$ cat src/rtl/aes_rnd_ctrl_if.sv
// Signal bundle between aes_rnd_ctrl and its front end, key store and round datapath.
// slave is the controller's view; master is the view of everything around it.
interface aes_rnd_ctrl_if #(
    parameter int unsigned RND_SIZE = 128,
    parameter int unsigned IDX_W    = 4
);
    logic                i_clr;
    logic                i_pt_valid;
    logic                o_pt_ready;
    logic [RND_SIZE-1:0] i_pt_text;
    logic [IDX_W-1:0]    o_key_idx;
    logic [RND_SIZE-1:0] i_key;
    logic [RND_SIZE-1:0] o_rnd_text;
    logic [RND_SIZE-1:0] o_rnd_key;
    logic                o_lst_rnd;
    logic [RND_SIZE-1:0] i_rnd_cypher;
    logic                o_ct_valid;
    logic                i_ct_ready;
    logic [RND_SIZE-1:0] o_ct_text;
    logic                o_busy;

    modport slave (
        input  i_clr, i_pt_valid, i_pt_text, i_key, i_rnd_cypher, i_ct_ready,
        output o_pt_ready, o_key_idx, o_rnd_text, o_rnd_key, o_lst_rnd, o_ct_valid, o_ct_text,
               o_busy
    );

    modport master (
        output i_clr, i_pt_valid, i_pt_text, i_key, i_rnd_cypher, i_ct_ready,
        input  o_pt_ready, o_key_idx, o_rnd_text, o_rnd_key, o_lst_rnd, o_ct_valid, o_ct_text,
               o_busy
    );
endinterface

$ cat src/rtl/aes_rnd_ctrl.sv
// Sequences one shared aes_round instance through a full AES block encryption:
// key-0 whitening on accept, then NUM_RND rounds of RND_LAT+1 cycles each.
module aes_rnd_ctrl #(
    parameter int unsigned RND_SIZE = 128,
    parameter int unsigned NUM_RND  = 10,
    parameter int unsigned RND_LAT  = 1,
    parameter int unsigned IDX_W    = 4
) (
    input logic           clk,
    input logic           rst_n,
    aes_rnd_ctrl_if.slave bus
);
    localparam int unsigned LAT_W = 3;
    localparam logic [IDX_W-1:0] LastIdx = IDX_W'(NUM_RND);
    localparam logic [LAT_W-1:0] LastLat = LAT_W'(RND_LAT);

    typedef enum logic [1:0] {StIdle, StRun, StDone} state_e;

    state_e              state_q, state_d;
    logic [RND_SIZE-1:0] text_q, text_d;
    logic [IDX_W-1:0]    rnd_cnt_q, rnd_cnt_d;
    logic [LAT_W-1:0]    lat_cnt_q, lat_cnt_d;

    always_ff @(posedge clk or negedge rst_n) begin
        if (!rst_n) begin
            state_q   <= StIdle;
            text_q    <= '0;
            rnd_cnt_q <= '0;
            lat_cnt_q <= '0;
        end else begin
            state_q   <= state_d;
            text_q    <= text_d;
            rnd_cnt_q <= rnd_cnt_d;
            lat_cnt_q <= lat_cnt_d;
        end
    end

    always_comb begin
        state_d   = state_q;
        text_d    = text_q;
        rnd_cnt_d = rnd_cnt_q;
        lat_cnt_d = lat_cnt_q;
        if (bus.i_clr) begin
            state_d   = StIdle;
            text_d    = '0;
            rnd_cnt_d = '0;
            lat_cnt_d = '0;
        end else begin
            unique case (state_q)
                StIdle: begin
                    if (bus.i_pt_valid) begin
                        text_d    = bus.i_pt_text ^ bus.i_key;
                        rnd_cnt_d = IDX_W'(1);
                        lat_cnt_d = '0;
                        state_d   = StRun;
                    end
                end
                StRun: begin
                    if (lat_cnt_q == LastLat) begin
                        text_d    = bus.i_rnd_cypher;
                        lat_cnt_d = '0;
                        // Park the counter on the last index so the key index never overruns.
                        if (rnd_cnt_q == LastIdx) begin
                            state_d = StDone;
                        end else begin
                            rnd_cnt_d = rnd_cnt_q + IDX_W'(1);
                        end
                    end else begin
                        lat_cnt_d = lat_cnt_q + LAT_W'(1);
                    end
                end
                StDone: begin
                    if (bus.i_ct_ready) begin
                        state_d   = StIdle;
                        rnd_cnt_d = '0;
                    end
                end
                default: begin
                    state_d   = StIdle;
                    rnd_cnt_d = '0;
                    lat_cnt_d = '0;
                end
            endcase
        end
    end

    always_comb begin
        // Ready is withheld during a clear so a concurrent valid never looks like a handshake.
        bus.o_pt_ready = (state_q == StIdle) && !bus.i_clr;
        bus.o_key_idx  = (state_q == StIdle) ? '0 : rnd_cnt_q;
        bus.o_lst_rnd  = (state_q == StRun) && (rnd_cnt_q == LastIdx);
        bus.o_rnd_text = text_q;
        bus.o_rnd_key  = bus.i_key;
        bus.o_ct_valid = (state_q == StDone);
        bus.o_ct_text  = text_q;
        bus.o_busy     = (state_q == StRun) || (state_q == StDone);
    end

    a_ct_hold: assert property (@(posedge clk) disable iff (!rst_n)
        bus.o_ct_valid && !bus.i_ct_ready && !bus.i_clr
        |=> bus.o_ct_valid && $stable(bus.o_ct_text));

    a_rnd_hold: assert property (@(posedge clk) disable iff (!rst_n)
        (state_q == StRun) && (lat_cnt_q != LastLat) && !bus.i_clr
        |=> $stable(bus.o_rnd_text) && $stable(bus.o_key_idx));

    a_idx_range: assert property (@(posedge clk) disable iff (!rst_n)
        bus.o_key_idx <= LastIdx);

    a_busy_not_ready: assert property (@(posedge clk) disable iff (!rst_n)
        bus.o_busy |-> !bus.o_pt_ready);
endmodule

$ cat src/flat_wrapper.sv
// flat-port wrapper written by rule: the top's interface ports become plain ports
module aes_rnd_ctrl_flat 
#(
    parameter int unsigned RND_SIZE = 128,
    parameter int unsigned NUM_RND  = 10,
    parameter int unsigned RND_LAT  = 1,
    parameter int unsigned IDX_W    = 4
)
  (clk, rst_n, bus_i_clr, bus_i_pt_valid, bus_i_pt_text, bus_i_key, bus_i_rnd_cypher, bus_i_ct_ready, bus_o_pt_ready, bus_o_key_idx, bus_o_rnd_text, bus_o_rnd_key, bus_o_lst_rnd, bus_o_ct_valid, bus_o_ct_text, bus_o_busy);
  aes_rnd_ctrl_if #(.RND_SIZE(RND_SIZE), .IDX_W(IDX_W)) bus_i ();
  input logic clk;
  input logic rst_n;
  input wire logic [$bits(bus_i.i_clr)-1:0] bus_i_clr;
  input wire logic [$bits(bus_i.i_pt_valid)-1:0] bus_i_pt_valid;
  input wire logic [$bits(bus_i.i_pt_text)-1:0] bus_i_pt_text;
  input wire logic [$bits(bus_i.i_key)-1:0] bus_i_key;
  input wire logic [$bits(bus_i.i_rnd_cypher)-1:0] bus_i_rnd_cypher;
  input wire logic [$bits(bus_i.i_ct_ready)-1:0] bus_i_ct_ready;
  output wire logic [$bits(bus_i.o_pt_ready)-1:0] bus_o_pt_ready;
  output wire logic [$bits(bus_i.o_key_idx)-1:0] bus_o_key_idx;
  output wire logic [$bits(bus_i.o_rnd_text)-1:0] bus_o_rnd_text;
  output wire logic [$bits(bus_i.o_rnd_key)-1:0] bus_o_rnd_key;
  output wire logic [$bits(bus_i.o_lst_rnd)-1:0] bus_o_lst_rnd;
  output wire logic [$bits(bus_i.o_ct_valid)-1:0] bus_o_ct_valid;
  output wire logic [$bits(bus_i.o_ct_text)-1:0] bus_o_ct_text;
  output wire logic [$bits(bus_i.o_busy)-1:0] bus_o_busy;
  assign bus_i.i_clr = bus_i_clr;
  assign bus_i.i_pt_valid = bus_i_pt_valid;
  assign bus_i.i_pt_text = bus_i_pt_text;
  assign bus_i.i_key = bus_i_key;
  assign bus_i.i_rnd_cypher = bus_i_rnd_cypher;
  assign bus_i.i_ct_ready = bus_i_ct_ready;
  assign bus_o_pt_ready = bus_i.o_pt_ready;
  assign bus_o_key_idx = bus_i.o_key_idx;
  assign bus_o_rnd_text = bus_i.o_rnd_text;
  assign bus_o_rnd_key = bus_i.o_rnd_key;
  assign bus_o_lst_rnd = bus_i.o_lst_rnd;
  assign bus_o_ct_valid = bus_i.o_ct_valid;
  assign bus_o_ct_text = bus_i.o_ct_text;
  assign bus_o_busy = bus_i.o_busy;
  aes_rnd_ctrl #(.RND_SIZE(RND_SIZE), .NUM_RND(NUM_RND), .RND_LAT(RND_LAT), .IDX_W(IDX_W)) u_core (.clk(clk), .rst_n(rst_n), .bus(bus_i));
endmodule
$ cat config.mk
export PLATFORM = sky130hd
export DESIGN_NAME = aes_rnd_ctrl_flat
export DESIGN_NICKNAME = d
export VERILOG_FILES = /design/src/rtl/aes_rnd_ctrl_if.sv /design/src/rtl/aes_rnd_ctrl.sv /design/src/flat_wrapper.sv
export SDC_FILE = /design/constraint.sdc
export NUM_CORES = 1
export LEC_CHECK = 0
export ABC_CLOCK_PERIOD_IN_PS = 2000
export BUFFER_PORTS_ARGS = -buffer_cell sky130_fd_sc_hd__buf_2
export CORE_AREA = 2 2 307 309
export DETAILED_ROUTE_END_ITERATION = 6
export DIE_AREA = 0 0 309 311
export GPL_ROUTABILITY_DRIVEN = 0
export PLACE_DENSITY_LB_ADDON = 0.2
export SLEW_MARGIN = 20
export SYNTH_ARGS = -nofsm -noshare
export SYNTH_HDL_FRONTEND = slang
export SYNTH_SLANG_ARGS = --single-unit
$ cat constraint.sdc
create_clock -name clk -period 2 [get_ports clk]
set_input_delay 0.3 -clock clk [delete_from_list [all_inputs] [get_ports clk]]
set_output_delay 0.3 -clock clk [all_outputs]
set_load 0.05 [all_outputs]
==> metrics.md <==
| Metric | Value |
|---|---|
| Slew Limit Fails | 0 |
| Commonest cells after routing, fill and taps aside | 771 x buf_2, 137 x dfrtp_1, 136 x o21ai_0, 133 x nor2_1, 130 x nand2_1 |
| Port Buffers | 780 |
| Die ar. | 0.0961 mm2 |
| Final Cycle Share | 97.7% |
| Worst flop-to-flop path endpoint | u_core.bus.o_ct_text[1]$_DFFE_PN0P_ |
| Power Total | 20.6 mW |
| Via count | 10000 |
| Core Rows | 112 |
| Peak supply drop | 0.642 mV |
| Crit Path Max Fanout | 9 |
| Worst Setup End Kind | flop |
| # DRC | 0 |
| CORE AREA | 0.0928 mm2 |
| Skew final | 0.0123 ns |
| Post-DP HPWL | 41.0 mm |
| Io pins | 781 |
| Share of cells above drive strength 1 | 53.7% |
| Seq. cell area | 0.00343 mm2 |
| GRT overflow | 0 |
| CTS root buf | clkbuf_16 |
| Count of final hold-check violations | 0 |
| Vias per cell | 3.36 |
| Nets | 2107 |
| Final Routed Wirelength | 52.4 mm |
| Distinct cells, synth | 35 |
| Max Clk Rate | 512 MHz |
| First-pass GRT wire length | 67.3 mm |
| Reg-to-reg startpoint | u_core.state_q[0]$_DFFE_PN0P_ |
| Syn avg cell area | 8.43 um2 |
| Placed Instance Area | 0.0135 mm2 |
| Synth Register Bits | 137 |
| Reg2reg setup slack | 0.05 ns |
| Die X | 309 um |
| Worst path arrival time | 2.30 ns |
| Clock Latency Late Sink | 0.48 ns |
| Worst-Margin Slew | 0.740 ns |
| Wirelength per Cell | 17.6 um |
| Largest net degree at the start of global routing | 69 |
| GRT Total Usage | 9.77% |
| Non-filler cells, final | 2979 |
| Worst endpoint required time | 2.34 ns |
| CTS tree | built |
| Leak | 7.39 nW |
| Initial Utilization | 10.6% |
| Setup CP Type | reg2reg |
| Finished Core Util | 16.0% |
| Worst hold path type | in2reg |
| Post-Place Cells | 2917 |
| H-Tree Depth | 4 |
| Syn_nets | 1567 |
| Max Cap Violations | 0 |
| WHS Path Cells | 5 |
| Clk slew on worst S/H paths | 0.07 ns |
| Hold Path Origin | bus_i_rnd_cypher[18] |
| Initial antenna violation count | 3 |
| Clock sinks | 137 |
| TritonRoute pass-1 iters | 4 |
| Synth Instances | 1171 |
| Sequential element share of the synthesized area | 34.7% |
| PwrDens | 1390 mW/mm2 |
| Max-Slew Margin vs Limit | 50.7% |
| Multi-input gate area | 0.00432 mm2 |
| Initial DRC count | 312 |
| Min Tclk post-route | 1.95 ns |
| Vias in the first global route | 10100 |
| Ys Warns | 0 |
| Crit path launch | u_core.state_q[0]$_DFFE_PN0P_ |
| Die Ht | 311 um |
| Max Root-Sink Buffers | 2 |
| ANT nets after route | 0 |
| Synthesized area | 0.00987 mm2 |
| P&R area growth vs syn | 50.4% |
| Worst Setup Start Kind | flop |
| Final setup viols | 0 |
| R2R depth | 10 |
| Commonest non-fill, non-tap cell in the layout | buf_2 |
| Status | complete, no violations |
| TritonCTS Buffers | 17 |
| Unrepaired setup endpoints after global routing | yes |
| Min-Delay Endpoint | u_core.bus.o_ct_text[18]$_DFFE_PN0P_ |
| Final design instance area without fill | 0.0148 mm2 |
| Fill cell count | 10700 |
-- critical path, stage by stage, from the launching register on --
cell,delay (ns)
dfrtp_1,0.41
buf_4,0.16
ha_4,0.17
buf_8,0.13
mux2i_4,0.15
buf_4,0.14
a21oi_4,0.05
buf_12,0.18
clkbuf_16,0.19
a22oi_1,0.16
nor2_1,0.05
-- per-layer routing --
layer	vias to the layer above	GRT usage (%)	share of wire, %
met2	474	17.7	52
met4	4	5.26	4.0
met5	-	0	0.057
li1	4739	-	-
met3	56	3.44	8.1
met1	4730	9.70	36
-- power by group --
part | internal [mW] | leakage (nW) | switching, mW
Clock | 2.02 | 0.293 | 1.44
Combinational | 3.61 | 5.25 | 9.40
Sequential | 3.42 | 1.85 | 0.686
-- worst max path at each step --
stage / depth (start not counted) / endpoint
2_1_floorplan: 7 / u_core.rnd_cnt_q[0]$_DFFE_PN0P_
3_5_place_dp: 8 / u_core.bus.o_ct_text[11]$_DFFE_PN0P_
4_1_cts: 4 / bus_o_busy
6_report: 10 / u_core.bus.o_ct_text[1]$_DFFE_PN0P_
5_1_grt: 5 / bus_o_pt_ready
3_3_place_gp: 8 / u_core.bus.o_ct_text[42]$_DFFE_PN0P_
-- registers in the layout (all words and copies together) (netlist names) --
register              cells
u_core.state_q            2
u_core.bus.o_ct_text    128
u_core.rnd_cnt_q          4
u_core.lat_cnt_q          3
-- Yosys cell counts, drive strengths merged --
| library cell | number | area [um2] |
|---|---|---|
| o31ai | 1 | 7.51 |
| mux2i | 1 | 10.0 |
| dfrtp | 137 | 3430 |
| a21o | 1 | 7.51 |
| xnor2 | 128 | 1120 |
| nand2b | 4 | 25.0 |
| buf | 293 | 2190 |
| nor3b | 1 | 7.51 |
| o22a | 1 | 8.76 |
| o41ai | 1 | 8.76 |
| inv | 6 | 22.5 |
| o21a | 1 | 7.51 |
| ha | 7 | 87.6 |
| clkbuf | 36 | 135 |
| nor3 | 2 | 10.0 |
| nand3 | 1 | 5.00 |
| a21oi | 6 | 30.0 |
| nand2 | 130 | 488 |
| o21ai | 136 | 681 |
| or4 | 2 | 15.0 |
| a31oi | 1 | 6.26 |
| o211ai | 1 | 7.51 |
| a22oi | 128 | 961 |
| a211o | 1 | 8.76 |
| nand3b | 2 | 15.0 |
| and3b | 1 | 8.76 |
| and2 | 1 | 6.26 |
| or3b | 1 | 8.76 |
| a22o | 1 | 8.76 |
| nor2b | 4 | 25.0 |
| mux2 | 1 | 11.3 |
| nor2 | 134 | 503 |
-- through the flow --
| stage | TNS [ns] | hold WS, ns | setup slack, ns |
|---|---|---|---|
| 6_report | 0 | 0.170 | 0.0463 |
| 5_1_grt | -0.104 | 0.169 | -0.0396 |
| 3_5_place_dp | 0 | 0.302 | 0.101 |
| 4_1_cts | 0 | 0.108 | 0.00305 |
| 3_3_place_gp | 0 | 0.299 | 0.130 |
| 2_1_floorplan | 0 | 0.00441 | 0.0388 |
-- area by class of cell --
cell class	count	share of cell area [%]
Timing Repair Buffer	850	32.9
Multi-Input combinational cell	699	29.1
Sequential cell	137	23.1
Tap cell	1254	10.6
Clock buffer	21	3.10
Clock inverter	11	0.987
Inverter	6	0.152
Antenna cell	1	0.0169
-- timing repair --
item                       in CTS  in global routing
hold buffers                    1                  0
cloned                          2                 12
setup endpoints to repair       6                134
hold endpoints to repair       34                  0
buffers inserted                8                  6
pin swaps                       2                  1
resized for setup              23                 48
-- cells by family (layout without fill, tap and decap cells) --
family / after synthesis / count (layout) / synth area share (%)
and+or+nand+nor: 283 / 283 / 11.3
adders and majority gates: 7 / 7 / 0.888
AOI/OAI and AO/OA: 279 / 279 / 17.7
DFF: 137 / 137 / 34.7
other: 0 / 1 / 0
muxes: 2 / 2 / 0.216
xor gates and xnor gates: 128 / 128 / 11.4
buffers and inverters: 335 / 888 / 23.8
No activity file was read; power rests on OpenSTA's default activity.
